`src/rtl/pc_ctrl.sv`:
```
// Program-counter register and fetch sequencer: reset-vector load, interrupt entry, jumps and returns.
// Define PC_CTRL_NESTED_INT_EN to accept irq while already inside an ISR.
module pc_ctrl #(
  parameter int unsigned W = 8
) (
  input  logic         clk,
  input  logic         rst,
  input  logic         stall,
  input  logic         jump_en,
  input  logic         ret_en,
  input  logic         irq,
  input  logic [W-1:0] pc_in,
  output logic [W-1:0] pc,
  output logic [1:0]   pc_src,
  output logic         vec_rd,
  output logic         vec_addr,
  output logic         push_en,
  output logic [W-1:0] push_data,
  output logic         int_ack,
  output logic         flush
);

  localparam logic [1:0] SRC_RST = 2'b00;
  localparam logic [1:0] SRC_INT = 2'b01;
  localparam logic [1:0] SRC_REG = 2'b10;
  localparam logic [1:0] SRC_STK = 2'b11;

  typedef enum logic [2:0] {
    RST_VEC,
    RST_LOAD,
    RUN,
    INT_PUSH,
    INT_LOAD
  } state_t;

  state_t       state, state_nxt;
  logic [W-1:0] pc_nxt;
  logic         in_isr, in_isr_nxt;
  logic         irq_ok;

`ifdef PC_CTRL_NESTED_INT_EN
  assign irq_ok = irq & ~stall;
`else
  assign irq_ok = irq & ~in_isr & ~stall;
`endif

  // State, PC and ISR flag registers
  always_ff @(posedge clk) begin
    if (rst) begin
      state  <= RST_VEC;
      pc     <= '0;
      in_isr <= 1'b0;
    end else begin
      state  <= state_nxt;
      pc     <= pc_nxt;
      in_isr <= in_isr_nxt;
    end
  end

  // Next-state and control outputs; everything is held at zero during reset
  always_comb begin
    state_nxt  = state;
    pc_nxt     = pc;
    in_isr_nxt = in_isr;
    pc_src     = SRC_RST;
    vec_rd     = 1'b0;
    vec_addr   = 1'b0;
    push_en    = 1'b0;
    push_data  = '0;
    int_ack    = 1'b0;
    flush      = 1'b0;
    if (!rst) begin
      push_data = pc;
      case (state)
        RST_VEC: begin
          vec_rd    = 1'b1;
          vec_addr  = 1'b0;
          state_nxt = RST_LOAD;
        end
        RST_LOAD: begin
          pc_src    = SRC_RST;
          pc_nxt    = pc_in;
          flush     = 1'b1;
          state_nxt = RUN;
        end
        RUN: begin
          pc_src = SRC_REG;
          if (ret_en) begin
            pc_src     = SRC_STK;
            pc_nxt     = pc_in;
            flush      = 1'b1;
            in_isr_nxt = 1'b0;
          end else if (jump_en) begin
            pc_nxt = pc_in;
            flush  = 1'b1;
          end else if (irq_ok) begin
            state_nxt = INT_PUSH;
          end else if (!stall) begin
            pc_nxt = pc + W'(1);
          end
        end
        INT_PUSH: begin
          push_en    = 1'b1;
          int_ack    = 1'b1;
          vec_rd     = 1'b1;
          vec_addr   = 1'b1;
          in_isr_nxt = 1'b1;
          state_nxt  = INT_LOAD;
        end
        INT_LOAD: begin
          pc_src    = SRC_INT;
          pc_nxt    = pc_in;
          flush     = 1'b1;
          state_nxt = RUN;
        end
        default: state_nxt = RST_VEC;
      endcase
    end
  end

endmodule

```
`config.mk`:
```
export PLATFORM = sky130hd
export DESIGN_NAME = pc_ctrl
export DESIGN_NICKNAME = d
export VERILOG_FILES = /design/src/rtl/pc_ctrl.sv
export SDC_FILE = /design/constraint.sdc
export NUM_CORES = 1
export LEC_CHECK = 0
export ABC_AREA = 1
export BUFFER_PORTS_ARGS = -buffer_cell sky130_fd_sc_hd__buf_4
export CAP_MARGIN = 20
export CORE_MARGIN = 10
export CORE_UTILIZATION = 45
export CTS_BUF_LIST = sky130_fd_sc_hd__clkbuf_8
export CTS_CLUSTER_SIZE = 24
export DETAILED_ROUTE_END_ITERATION = 7
export MAX_ROUTING_LAYER = met4
export PLACE_DENSITY = 0.74
export SETUP_SLACK_MARGIN = 0.2
export SLEW_MARGIN = 15
export SYNTH_ARGS = -nofsm -noshare
export SYNTH_HDL_FRONTEND = slang
export SYNTH_SLANG_ARGS = --single-unit
```
`constraint.sdc`:
```
create_clock -name clk -period 3.2 [get_ports clk]
set_input_delay 0.64 -clock clk [delete_from_list [all_inputs] [get_ports clk]]
set_output_delay 0.64 -clock clk [all_outputs]
set_load 0.05 [all_outputs]
```
Yosys cells after proc, flatten, opt, wreduce, memory -nomap -nowiden. Cells that the tools add are included.

Output and inout port bits: 23. Input port bits: 14. Word-level logic and storage cells: 49. Register bits: 12.

Reduce and logical (&&, ||, !) cells: 8. Eq/ne operators: 10. Multiplexer cells: 23. Add/sub/neg operators: 1. Bitwise operators: 4.

Operators by type and width (count): 8-bit two-way mux (5); 8-bit case mux with 2 select lines (1); 3-bit case mux with 4 select lines (1); 1-bit two-way mux (9); 3-bit two-way mux (3); 8-bit by 1-bit adder with 8-bit output, second input constant (1); 2-bit inequality test, second input constant (4); 4-bit inequality test, second input constant (2); 3-bit by 2-bit == test with 1-bit output, second input constant (2); 3-bit AND reduction (2); 1-bit case mux with 2 select lines (2); 2-bit case mux with 2 select lines (1); 2-bit nonzero test (2); 2-bit OR reduction (2); 3-bit by 1-bit == test with 1-bit output, second input constant (1); 3-bit == test, second input constant (1); 3-bit logical NOT (1); 1-bit bitwise AND (2); 2-bit two-way mux (1); 1-bit inverter (2); 2-bit AND reduction (1).

Logic depth before layout (Yosys ltp).
Word-level depth: 7. Gate-level depth with buffers: 10. Mapped depth without buffers: 9.

Worst setup path before layout. OpenSTA, ideal clock, no wires.

Path kind: input -> output. Start: input rst. End: output vec_rd. Arrival time: 1.936 ns. Path slack: 0.624 ns. Buffers on the path: 0. Data required time: 2.560 ns. Cell stages on the path: 3. Path through: inv_1 nand2_1 o21ai_0.

Longest elaborated chain between the ends: 1.

Ends and longest elaborated chain: start, declared (line 7) `input logic rst,`; 1-bit two-way mux (line 72) `if (!rst) begin`; end, declared (line 15) `output logic vec_rd,`.

No other way between the ends.

Worst setup path in the final report.
Start: input jump_en. End: output flush.

Longest elaborated chain between the ends: 4.

Ends and longest elaborated chain: start, declared (line 9) `input logic jump_en,`; 1-bit two-way mux (line 93) `end else if (jump_en) begin`; 1-bit two-way mux (line 88) `if (ret_en) begin`; 1-bit case mux with 2 select lines (line 74) `case (state)`; 1-bit two-way mux (line 72); end, declared (line 20) `output logic flush`.

No other way between the ends.

==> results.yml <==
min_path:
  hold_depth: 2
  hold_class: "register to register"
  hold_end: "in_isr$_SDFFE_PP0P_"
  min_from: "in_isr$_SDFFE_PP0P_"
clocking:
  clock_sinks: 12
  cts_hold_buffers: 0
  clk_pin_slew_ns: 0.06
  numCtsBuffers: 3
  clkLatencyLatePin_ns: 0.24
  root_buffer: "clkbuf_8"
  cts_tree: "yes"
  cts_max_path_buffers: 2
  cts_setup_buffers: 0
  cts_max_level: 1
  cts_resized: 0
grt:
  grt_pass1_vias: 851
  track_usage: 0.117
  grt_overflow_total: 0
  antenna_found_initial: 0
  grt_pass1_wl_mm: 3.75
  grt_max_degree: 12
critical_path:
  crit_slowest_cell: "nor2_2"
  cpPeakStageDelay_ns: 0.20
  crit_top_cell: "buf_4"
  path_max_fanout: 11
  path_delay_family: "buffers and inverters"
  r2r-start: "state[2]$_SDFFE_PP0P_"
  crit_chain: "buf_4, nor2_2, nand2_4, inv_2, nor2_1, buf_4"
  critPathRequiredTime_ns: 2.56
  r2r-end: "pc[6]$_SDFFE_PP0P_"
  reg2reg_slack_ns: 1.88
  end_kind: "primary output"
  path_buf_inv: 3
  path_class: "input port to primary output"
  start_kind: "input port"
  crit_arrival_ns: 1.48
  reg2reg_depth: 8
timing:
  setup_viol: 0
  finalCritPeriodShare: 0.663
  hold_slack_ns: 0.515
  worstMarginPinSlew_ns: 0.293
  fmax_ghz: 0.472
  relSlewSlack: 0.804
  slew_viol_final: 0
  fin_tns_setup_ns: 0
  rsz0062_at_grt: "no"
  layout_min_cycle_time_ns: 2.12
  finClkSkew_ns: 0.00175
  hold_viol: 0
finish:
  fin_nets: 187
  fillers: 170
  area_growth_pct: 39.4
  layout-drive-gt1-share: 0.310
  diodes: 0
synth:
  syn_area_sq_um: 830
  synth-seq-cells: 12
  ys.flop_type: "dfxtp_1"
  synth_edf_count: 0
  synth_cell_types: 26
  synthArstFlopShare: 0
  synth_area_per_cell_sq_um: 6.14
  synth_warnings: 0
  yosysMostFrequentCell: "nand2_1"
  synth_area_leader_cell: "dfxtp_1"
  ys_top_cells_by_count: "nand2_1 (34), inv_1 (21), nor2_1 (19)"
  syn_inst: 135
  yosys-top-cells-area: "dfxtp_1 (29%), nand2_1 (15%), inv_1 (9.5%), nor2_1 (8.6%), nand3_1 (4.8%)"
  synth_top_area_share: 0.290
  synth_nets: 150
  ys_seq_area_frac: 0.290
power_and_ir_drop:
  peakVddDrop_mv: 0.363
  power_frac_comb: 0.460
  power_frac_clock: 0.248
  power.density_nw_per_um2: 591
  p_sw_frac: 0.448
  power.share.sequential: 0.293
  p_switching_uw: 306
  p_leak_uw: 0.000610
  p_int_uw: 377
run:
  max-cap-violations: 0
floorplanning:
  initial_core_util: 0.475
  core-area_sq_um: 1750
  die-area_sq_um: 3960
  die_w_um: 62.9
  fp-row-count: 15
  die_h_um: 62.9
  io-pin-count: 37
routing:
  drc_errors: 0
  via_count: 935
  firstDrtPassIters: 4
  ant_nets: 0
  wirelength_mm: 2.33
  routedWlPerCell_um: 11.9
  drt_iter0_drc: 14
  viasPerCell: 4.77
placed_design:
  place_hpwl_mm: 1.91
  port_buffers: 36
  place_congestion: 0.879
status:
  status: "finished, final reports clean"
## layout make-up
| cell class | instances | area (sq um) | share of cell area |
|---|---|---|---|
| multi-input combinational | 96 | 473 | 0.409 |
| timing repair buffer | 36 | 270 | 0.234 |
| sequential | 12 | 240 | 0.208 |
| inverter | 23 | 86.3 | 0.0747 |
| clock buffer | 4 | 55.1 | 0.0476 |
| tap | 25 | 31.3 | 0.0271 |
## cell usage in the layout, fill, tap and decap left out, types with 2 or more instances in the layout
| master | Yosys | routed |
|---|---|---|
| o21ai_0 | 8 | 8 |
| o21ai_1 | 3 | 3 |
| inv_2 | 2 | 2 |
| nand4_1 | 2 | 2 |
| nand3_1 | 8 | 8 |
| dfxtp_1 | 12 | 12 |
| buf_4 | 2 | 36 |
| inv_1 | 21 | 21 |
| a21oi_1 | 2 | 2 |
| nand2_2 | 6 | 6 |
| nor3_1 | 3 | 3 |
| clkbuf_8 | 0 | 4 |
| nand2_1 | 34 | 34 |
| nor2_1 | 19 | 19 |
## worst max-delay path by stage
| stage | start | end | slack (ns) | cells after the start |
|---|---|---|---|---|
| after floorplan | rst | vec_rd | 0.62 | 3 |
| after global placement | jump_en | flush | 1.11 | 6 |
| after detailed placement | jump_en | flush | 1.08 | 6 |
| after CTS | jump_en | flush | 1.09 | 6 |
| after global routing | jump_en | flush | 0.99 | 6 |
| final | jump_en | flush | 1.08 | 6 |
## cells by family (layout without fill, tap and decap cells)
group	after synthesis	after routing	synth area share
and+or+nand+nor	78	78	0.437
buffers and inverters	27	63	0.140
AOI/OAI and AO/OA	15	15	0.0965
DFF	12	12	0.290
xor gates and xnor gates	2	2	0.0211
adders and majority gates	1	1	0.0151
## worst reg2reg max path, stage by stage (launching register included)
cell and delay, ns:
dfxtp_1 0.40, inv_2 0.06, nand2_2 0.08, nand3_4 0.09, nand2_4 0.10, inv_2 0.10
or2_2 0.28, nand3_1 0.07, nand2_1 0.04
## routing by layer
| metal | routed length (um) | vias to the layer above | share of wire | GRT usage |
|---|---|---|---|---|
| met2 | 1080 | 32 | 0.47 | 0.184 |
| met4 | 34 | 0 | 0.015 | 0.0447 |
| li1 | - | 485 | - | - |
| met3 | 193 | 6 | 0.083 | 0.0556 |
| met5 | 0 | - | 0 | - |
| met1 | 1020 | 412 | 0.44 | 0.123 |
## power by group through the flow
stage / sequential (uW) / combinational (uW) / clock (uW)
6_report: 200 / 314 / 169
5_1_grt: 203 / 338 / 178
4_1_cts: 199 / 317 / 172
3_5_place_dp: 203 / 316 / 0
3_3_place_gp: 202 / 314 / 0
2_1_floorplan: 259 / 169 / 0
## metrics by stage
stage / util / instance area [sq um] / setup WS (ns) / instances / total power, uW
after floorplan: - / 830 / 0.624 / 135 / 428
after global placement: 0.631 / 1100 / 1.11 / 192 / 517
after detailed placement: 0.631 / 1100 / 1.08 / 192 / 518
after global routing: 0.662 / 1160 / 0.990 / 196 / 719
after CTS: 0.662 / 1160 / 1.09 / 196 / 689
final: 0.662 / 1160 / 1.08 / 196 / 683
## registers in the layout (all words and copies together) (netlist names)
| name | cells |
|---|---|
| state | 3 |
| pc | 8 |
| in_isr | 1 |
(Power assumes the default switching activity.)
